**config.mk**
```make
export PLATFORM = sky130hd
export DESIGN_NAME = wb_rsp_fifo
export DESIGN_NICKNAME = d
export VERILOG_FILES = /design/src/rtl/wb_rsp_fifo.sv
export SDC_FILE = /design/constraint.sdc
export NUM_CORES = 1
export LEC_CHECK = 0
export ABC_CLOCK_PERIOD_IN_PS = 5000
export CELL_PAD_IN_SITES_DETAIL_PLACEMENT = 2
export CELL_PAD_IN_SITES_GLOBAL_PLACEMENT = 2
export CORE_MARGIN = 1
export CORE_UTILIZATION = 41
export CTS_CLUSTER_DIAMETER = 200
export DETAILED_ROUTE_END_ITERATION = 10
export PLACE_DENSITY_LB_ADDON = 0.05
export SKIP_LAST_GASP = 1
export SYNTH_ARGS = -nofsm -noshare
export SYNTH_HDL_FRONTEND = slang
export SYNTH_SLANG_ARGS = --single-unit
```
**constraint.sdc**
```tcl
create_clock -name i_clk -period 5 [get_ports i_clk]
set_input_delay 1 -clock i_clk [delete_from_list [all_inputs] [get_ports i_clk]]
set_output_delay 1 -clock i_clk [all_outputs]
set_load 0.02 [all_outputs]
```
**src/rtl/wb_rsp_fifo.sv**
```systemverilog
// Elastic buffer between the Wishbone master's response channel and the UART
// response coder; words are re-issued as single-cycle strobes gated by busy.
module wb_rsp_fifo #(
    parameter int DW      = 34,
    parameter int LGDEPTH = 3
) (
    input  logic               i_clk,
    input  logic               i_reset,
    input  logic               i_wr_stb,
    input  logic [DW-1:0]      i_wr_word,
    output logic               o_full,
    output logic               o_empty,
    output logic [LGDEPTH:0]   o_count,
    output logic               o_overflow,
    output logic               o_rd_stb,
    output logic [DW-1:0]      o_rd_word,
    input  logic               i_rd_busy
);

    localparam int DEPTH = 2 ** LGDEPTH;
    localparam logic [LGDEPTH:0] COUNT_FULL = (LGDEPTH+1)'(DEPTH);

    logic [DW-1:0]      mem [DEPTH];
    logic [LGDEPTH-1:0] wr_ptr_reg, wr_ptr_next;
    logic [LGDEPTH-1:0] rd_ptr_reg, rd_ptr_next;
    logic [LGDEPTH:0]   count_reg, count_next;
    logic               overflow_reg, overflow_next;
    logic               rd_stb_reg, rd_stb_next;
    logic [DW-1:0]      rd_word_reg, rd_word_next;
    logic               full;
    logic               wr_accept;
    logic               pop;

    assign full = (count_reg == COUNT_FULL);

    // Full is judged on the registered count, so a simultaneous pop never
    // makes room for a write in the same cycle.
    assign wr_accept = i_wr_stb && !full;

    // The strobe itself blocks the next pop: the coder only raises busy one
    // cycle after it sees a strobe, which forces a one-cycle gap.
    assign pop = (count_reg != '0) && !i_rd_busy && !rd_stb_reg;

    always_comb begin
        wr_ptr_next   = wr_ptr_reg;
        rd_ptr_next   = rd_ptr_reg;
        count_next    = count_reg;
        overflow_next = overflow_reg;
        rd_stb_next   = 1'b0;
        rd_word_next  = rd_word_reg;

        if (wr_accept) begin
            wr_ptr_next = wr_ptr_reg + 1'b1;
        end
        if (i_wr_stb && full) begin
            overflow_next = 1'b1;
        end
        if (pop) begin
            rd_ptr_next  = rd_ptr_reg + 1'b1;
            rd_stb_next  = 1'b1;
            rd_word_next = mem[rd_ptr_reg];
        end

        case ({wr_accept, pop})
            2'b10:   count_next = count_reg + 1'b1;
            2'b01:   count_next = count_reg - 1'b1;
            default: count_next = count_reg;
        endcase
    end

    // Storage carries no reset; validity is tracked entirely by the count.
    always_ff @(posedge i_clk) begin
        if (wr_accept) begin
            mem[wr_ptr_reg] <= i_wr_word;
        end
    end

    always_ff @(posedge i_clk) begin
        if (i_reset) begin
            wr_ptr_reg   <= '0;
            rd_ptr_reg   <= '0;
            count_reg    <= '0;
            overflow_reg <= 1'b0;
            rd_stb_reg   <= 1'b0;
            rd_word_reg  <= '0;
        end else begin
            wr_ptr_reg   <= wr_ptr_next;
            rd_ptr_reg   <= rd_ptr_next;
            count_reg    <= count_next;
            overflow_reg <= overflow_next;
            rd_stb_reg   <= rd_stb_next;
            rd_word_reg  <= rd_word_next;
        end
    end

    assign o_full     = full;
    assign o_empty    = (count_reg == '0);
    assign o_count    = count_reg;
    assign o_overflow = overflow_reg;
    assign o_rd_stb   = rd_stb_reg;
    assign o_rd_word  = rd_word_reg;

endmodule

```
* After elaboration in Yosys (flattened, before gate mapping)
Memory sizes are Yosys's and may differ from the RTL's. A register that Yosys moved wholly into a read port is not among the register bits.
Cells that the tools add are included.
** Storage, ports and cells
- Bits in registers :: 12
- Bits in writable memories :: 272
- Output and inout bits :: 42
- Memories :: 1
** Memories
- mem :: depth 8, width 34, rd ports 1, clocked after memory_dff 1, write ports 1, RTL line 23 : logic [DW-1:0] mem [DEPTH];
** Cells by class
- Add/sub/neg operators :: 4
- Equal/unequal tests :: 3
- Mux-type cells :: 4
- Reduce and logical (&&, ||, !) cells :: 10
** Operators with widths (count)
- one-hot mux 4 bit (2 select lines) :: 1
- adder 3 x 1 -> 3 bit, second input constant :: 2
- adder 4 x 1 -> 4 bit, second input constant :: 1
- equality test 4 bit, second input constant :: 1
- logical AND 1 bit :: 4
- zero test 4 bit :: 1
- nonzero test 4 bit :: 1
- subtractor 4 x 1 -> 4 bit, second input constant :: 1
- zero test 1 bit :: 3
- two-way mux 1 bit :: 3
- equality test 2 x 1 -> 1 bit, second input constant :: 1
- equality test 2 bit, second input constant :: 1
- nonzero test 2 bit :: 1

* Logic depth before layout (Yosys ltp)
Gate-level depths: netlist (run 1).
- Depth in word-level cells :: 5
- Gate-level depth with buffers :: 12
- Mapped depth without buffers :: 10

* Least setup slack after synthesis (run 1)
OpenSTA, ideal clock, no wires.
- Kind :: input port to flip-flop
- From :: input port i_wr_stb
- To :: memory mem[0][0] (enable)
- Library setup time :: 0.510 ns
- Arrival :: 4.407 ns
- Required time :: 4.490 ns
- Path slack :: 0.083 ns
- Stages on the path :: 2
- Path through :: nand2_1 -> nor4_1
** On the way
- Longest elaborated chain between the ends :: 3
** Ends and longest elaborated chain
- start: declaration :: RTL line 9 : input logic i_wr_stb,
- logical AND 1 bit :: RTL line 38 : assign wr_accept = i_wr_stb && !full;
- two-way mux 1 bit :: RTL line 73 : if (wr_accept) begin
- two-way mux 1 bit (not written as such) :: RTL line 74 : mem[wr_ptr_reg] <= i_wr_word;
- end: declaration :: RTL line 23
Every way passes these cells.

* Final worst setup path (run 1)
- From :: register count_reg[0], in the netlist o_count[0]
- To :: output port o_empty
** On the way
- Longest elaborated chain between the ends :: 1
** Ends and longest elaborated chain
- start: declaration :: RTL line 26 : logic [LGDEPTH:0] count_reg, count_next;
- start signal: assignment :: RTL line 89 : count_reg <= count_next;
- zero test 4 bit :: RTL line 97 : assign o_empty = (count_reg == '0);
- end: declaration :: RTL line 12 : output logic o_empty,
Every way passes these cells.

==> reports/metrics.yaml, run 1 <==
status:
  status: "finished, final reports clean"
logic_synthesis:
  async_flop_share: 0
  yosys.cell_types.count: 30
  syn_area_per_cell_um2: 20.3
  synth_edf_count: 272
  ys_warn_count: 0
  synth_sequential_area_ratio: 0.764
  synth_area_um2: 11900
  synth_cells: 586
  ys_ff_latch: 318
  synth-main-ff-cell: "edfxtp_1"
  synth_fp_nets: 630
pwr:
  pwr-share-seq: 0.438
  p_int_uw: 5510
  switching_share: 0.285
  p_leak_uw: 0.00451
  clkPwrFrac: 0.326
  p_per_area_nw_per_um2: 540
  combPwrFrac: 0.236
  irDropWorstVdd_uv: 287
  net-switching-power_uw: 2200
die:
  chipWidth_um: 172
  pin_count: 80
  die-area_um2: 29700
  die_h_um: 172
  rows: 62
  initial_utilization: 0.416
  core_um2: 28600
global_route:
  grt_usage: 0.194
  grt_max_degree: 41
  first_global_vias: 6549
  grt_pass1_wl_mm: 41.1
  grt-ovfl-total: 0
  antenna_found_initial: 0
layout:
  final_util: 0.499
  nets: 728
  largest_reg_flops: 272
  largest-register: "mem"
  diodes: 0
  mostFrequentLayoutCells: "272 x edfxtp_1, 78 x clkdlybuf4s50_1, 68 x mux4_2"
  layout-drive-gt1-share: 0.255
  fin_area_um2: 14300
  syn_to_final_growth_pct: 20.0
  layout_commonest_cell: "edfxtp_1"
timing:
  min_period_over_period: 0.667
  max_freq_mhz: 300
  worst_pin_slew_ps: 1210
  finalSetupTns_ps: 0
  rsz0062_at_grt: "no"
  slew_headroom: 0.195
  period_needed_ps: 3330
  finalHoldViolCount: 0
  slew_viol_final: 0
  finClkSkew_ps: 11.8
  hold_slack_ps: 478
  setup_violations: 0
  setup_slack_ps: 1670
setup_path:
  rr_worst_depth: 8
  path_max_fanout: 6
  required_ps: 4000
  arrival_ps: 2330
  worstPathCellList: "or4_1 -> inv_2 -> clkdlybuf4s50_1"
  slowest_stage: "or4_1"
  max_stage_delay_ps: 700
  r2r_start: "o_count[0]"
  start_kind: "register"
  reg2reg_slack_ps: 2130
  reg2reg_to: "o_count[3]"
  endpoint_kind: "primary output"
  path_class: "register to primary output"
drt:
  drt_first_pass_iters: 4
  drt_iter0_drc: 368
  drc: 0
  wl_per_cell_um: 25.1
  finalWirelength_mm: 27.4
  routed_via_density: 5.33
  vias: 5830
  antenna_left: 0
clock_network:
  cts_sinks: 318
  postCtsSetupBuffers: 0
  tritoncts.num_buffers: 36
  cts_tree: "yes"
  clk-insertion-delay-late_ps: 500
  post_cts_resized: 0
  htreeDepth: 2
  clk_pin_slew_worst_paths_ps: 60
  cts_root_buffer: "clkbuf_16"
  cts_hold_buf: 0
  cts_max_path_buffers: 3
run:
  maxCapViolations: 0
worst_hold_path:
  hp-class: "register to register"
  holdPathEnd: "o_overflow"
  hold_depth: 2
  min-delay-start: "o_overflow"
placement:
  numPortBuffers: 79
  place_ws_ps: 1570
  place_area_um2: 13100
  hpwl_mm: 15.6
  gp_congestion: 0.674
[synth_stat cells (all sizes together), types with 3 or more instances]
cell,count,area [um2]
a21oi,7,35.0
o22ai,34,213
clkbuf,12,45.0
nor2,49,184
dfxtp,46,921
ha,5,62.6
buf,21,139
mux4,68,1530
edfxtp,272,8170
nand2,3,11.3
inv,6,22.5
nor3,39,362
xor2,4,35.0
nand3,7,60.1
[per-stage QoR]
| step | total power (uW) | std cells |
|---|---|---|
| 6_report | 7700 | 1094 |
| 3_3_place_gp | 5220 | 1030 |
| 4_1_cts | 7840 | 1094 |
| 2_1_floorplan | 4610 | 586 |
| 3_5_place_dp | 5290 | 1030 |
| 5_1_grt | 8050 | 1094 |
[kinds of logic after synthesis]
group                      count (synthesis)  synth area share
AOI/OAI and AO/OA                         42            0.0214
xor gates and xnor gates                   6           0.00442
adders and majority gates                  6           0.00694
buffers and inverters                     39            0.0173
DFF                                      318             0.764
muxes                                     69             0.130
and+or+nand+nor                          106            0.0566
[worst max-delay path, delay by kind of cell, from the launching register on]
family / cells / cell delay (ps)
DFF: 1 / 370
and+or+nand+nor: 1 / 700
buffers and inverters: 2 / 760
[power by group through the flow]
stage	Combinational, uW	Sequential, uW	Clock, uW
final	1820	3370	2510
after global routing	1970	3420	2670
after CTS	1860	3390	2580
after detailed placement	1850	3440	0
after global placement	1800	3420	0
after floorplan	1160	3450	0
[worst max path at each step]
stage,end,depth (start not counted),from
after floorplan,mem[0][0],2,i_wr_stb
after global placement,mem[7][23],3,i_wr_stb
after global routing,o_empty,3,o_count[0]
after CTS,o_empty,3,o_count[0]
final,o_empty,3,o_count[0]
after detailed placement,o_count[3],8,i_wr_stb
[final cells by class]
class | instances | area, um2
clock buffers | 52 | 1050
flip-flops and latches | 318 | 9100
fillers | 2530 | 14300
inverters | 6 | 22.5
well taps | 384 | 480
multi-input cells | 229 | 2650
repair buffers | 93 | 891
clock inverters | 12 | 81.3
[layer usage]
layer  vias to the layer above  global-route usage  routed length (um)
met5                         -                   0                   0
met4                         0              0.0512                 486
met3                        43              0.0279                 892
met2                       110               0.351               14600
met1                      3104               0.242               11500
li1                       2573                   -                   -
Power figures use the tool's default switching activity.
==> run 2, diff against run 1 <==
ABC_CLOCK_PERIOD_IN_PS = 2700   (was 5000)
clock period = 2.7 ns   (was 5 ns; I/O delays follow)
==> run 2 against run 1 <==
  * Clock skew rose by 9.0 ps
  * Total power rose by 92%
  * Sequential share of layout area shrank 1.9 points
  * Utilization rose by 1.5 points
  * Sequential power grew 82%
  * Routed wire length increased by 4.2%
  * Cell area increased by 3.1%
  * Worst setup slack worse by 1500 ps
  * First-iteration DRC count down 18%
==> reports/metrics.yaml, run 2 (synthesis gave the netlist of run 1 again) <==
pwr:
  irDropWorstVdd_uv: 614  # +110%
  combPwrFrac: 0.253  # +0.017
  p_per_area_nw_per_um2: 1000  # +86%
  p_int_uw: 10600  # +92%
  net-switching-power_uw: 4210  # +91%
  p_total_uw: 14800  # +92%
  p_leak_uw: 0.00468  # +3.6%
  switching_share: 0.285  # -0.000701
  pwr-share-seq: 0.416  # -0.022
  clkPwrFrac: 0.331  # +0.005
timing:
  finClkSkew_ps: 20.8  # +9.04 ps
  finalSetupTns_ps: 0  # unchanged
  worst_pin_slew_ps: 599  # -606 ps
  setup_violations: 0  # unchanged
  slew_headroom: 0.600  # +0.406
  period_needed_ps: 2560
  max_freq_mhz: 391
  rsz0062_at_grt: "no"
  min_period_over_period: 0.947
  slew_viol_final: 0  # unchanged
  finalHoldViolCount: 0  # unchanged
layout:
  layout_commonest_cell: "edfxtp_1"
  final_util: 0.514  # +0.0152
  largest_reg_flops: 272  # unchanged
  fin_area_um2: 14700  # +3.1%
  syn_to_final_growth_pct: 23.6
  largest-register: "mem"
  layout-drive-gt1-share: 0.289  # +0.0337
  mostFrequentLayoutCells: "272 x edfxtp_1, 76 x clkdlybuf4s50_1, 68 x mux4_2"
  nets: 749  # +2.9%
  fillCellCount: 2433  # -3.8%
clock_network:
  cts_hold_buf: 0  # unchanged
  cts_sinks: 318  # unchanged
  clk-insertion-delay-late_ps: 520  # +20 ps
  cts_max_path_buffers: 3  # unchanged
  tritoncts.num_buffers: 36  # unchanged
  clk_pin_slew_worst_paths_ps: 60  # about the same
  cts_tree: "yes"
  cts_root_buffer: "clkbuf_16"
  htreeDepth: 2  # unchanged
  postCtsSetupBuffers: 0  # unchanged
worst_hold_path:
  holdPathEnd: "o_count[0]"
  min-delay-start: "i_reset"
  hp-class: "input port to register"
  hold_depth: 2  # unchanged
die:
  initial_utilization: 0.416  # unchanged
  rows: 62  # unchanged
  die_h_um: 172  # unchanged
  chipWidth_um: 172  # unchanged
  pin_count: 80  # unchanged
  core_um2: 28600  # unchanged
  die-area_um2: 29700  # unchanged
drt:
  drt_first_pass_iters: 4  # unchanged
  antenna_left: 0  # unchanged
  met1_length_mm: 12.1  # +5.6%
  routed_via_density: 5.41  # +1.5%
  top_layer: "met4"
  drc: 0  # unchanged
  wl_per_cell_um: 25.6  # +2.2%
  finalWirelength_mm: 28.6  # +4.2%
  wl_met2_mm: 14.9  # +2.3%
  wl_met3_mm: 1.01  # +14%
  vias: 6036  # +3.5%
  drt_iter0_drc: 300  # -18%
global_route:
  grt_pass1_wl_mm: 43.5  # +5.8%
  grt-ovfl-total: 0  # unchanged
  antenna_found_initial: 1  # +1
  grt_usage: 0.204  # +0.0100
  first_global_vias: 6860  # +4.7%
  grt_max_degree: 37  # -9.8%
setup_path:
  arrival_ps: 2020  # -310 ps
  endpoint_kind: "primary output"
  path_max_fanout: 5  # -1
  rr_worst_depth: 9  # +1
  start_kind: "register"
  r2r_start: "o_count[0]"
  path_class: "register to primary output"
  reg2reg_slack_ps: 170  # -1960 ps
  reg2reg_to: "o_count[3]"
  required_ps: 2160  # -1840 ps
run:
  maxCapViolations: 0  # unchanged
status:
  status: "finished, final reports clean"
placement:
  numPortBuffers: 79  # unchanged
  hpwl_mm: 17.3  # +11%
  gp_congestion: 0.746  # +11%
  place_area_um2: 13500  # +2.7%
[run 2: cell count changes in the layout (fill, tap and decap cells not counted), sizes merged]
cell	previous run	this run
buf	15	36
bufinv	1	3
clkbuf	52	51
clkdlybuf4s50	78	76
clkinv	11	6
clkinvlp	0	1
diode	0	1
dlygate4sd2	0	2
inv	6	9
[run 2: what timing repair did]
action,in CTS,in global routing
gates cloned,0,0
setup endpoints to repair,2,1
pin swaps,0,1
endpoints found under the hold margin,0,0
gates resized for setup,2,2
[run 2: critical path: stages (launching register included)]
cell	delay, ps
dfxtp_1	390
or4b_1	530
buf_4	180
inv_1	70
dlygate4sd2_1	330
[run 2: final cells by class]
cell class / count / area, um2 / area share
diodes: 1 / 2.50 / 0.000170
clock buffers: 51 / 1050 / 0.0713
clock inverters: 13 / 153 / 0.0104
inverters: 6 / 25.0 / 0.00170
multi-input cells: 229 / 2710 / 0.184
flip-flops and latches: 318 / 9100 / 0.619
well taps: 384 / 480 / 0.0327
repair buffers: 114 / 1200 / 0.0813
[run 2: power by group through the flow]
stage / sequential, uW / combinational (uW) / clock (uW)
after global placement: 6200 / 3690 / 0
final: 6140 / 3740 / 4900
after CTS: 6160 / 3820 / 5030
after floorplan: 6390 / 2180 / 0
after detailed placement: 6250 / 3800 / 0
after global routing: 6210 / 4070 / 5170
[run 2: per-stage QoR]
step	cells	hold slack (ps)	setup slack (ps)
floorplan	586	510	-146
global placement	1051	468	58.6
detailed placement	1051	493	-58.6
CTS	1115	499	31.3
global route	1115	513	42.4
finish	1116	497	144
[run 2: routing by layer]
metal / GRT usage / up-vias
met5: 0 / -
met4: 0.0550 / 0
met3: 0.0350 / 47
met2: 0.353 / 120
met1: 0.264 / 3243
li1: - / 2626
[run 2: worst max-delay path by stage]
stage / from / end / slack (ps) / cells after the start
6_report: o_count[2] / o_full / 140 / 4
5_1_grt: o_count[2] / o_count[3] / 40 / 8
4_1_cts: o_count[3] / o_count[3] / 30 / 9
3_5_place_dp: i_rd_busy / o_count[3] / -60 / 8
3_3_place_gp: i_rd_busy / o_count[3] / 60 / 8
2_1_floorplan: o_count[2] / mem[7][0] / -150 / 4
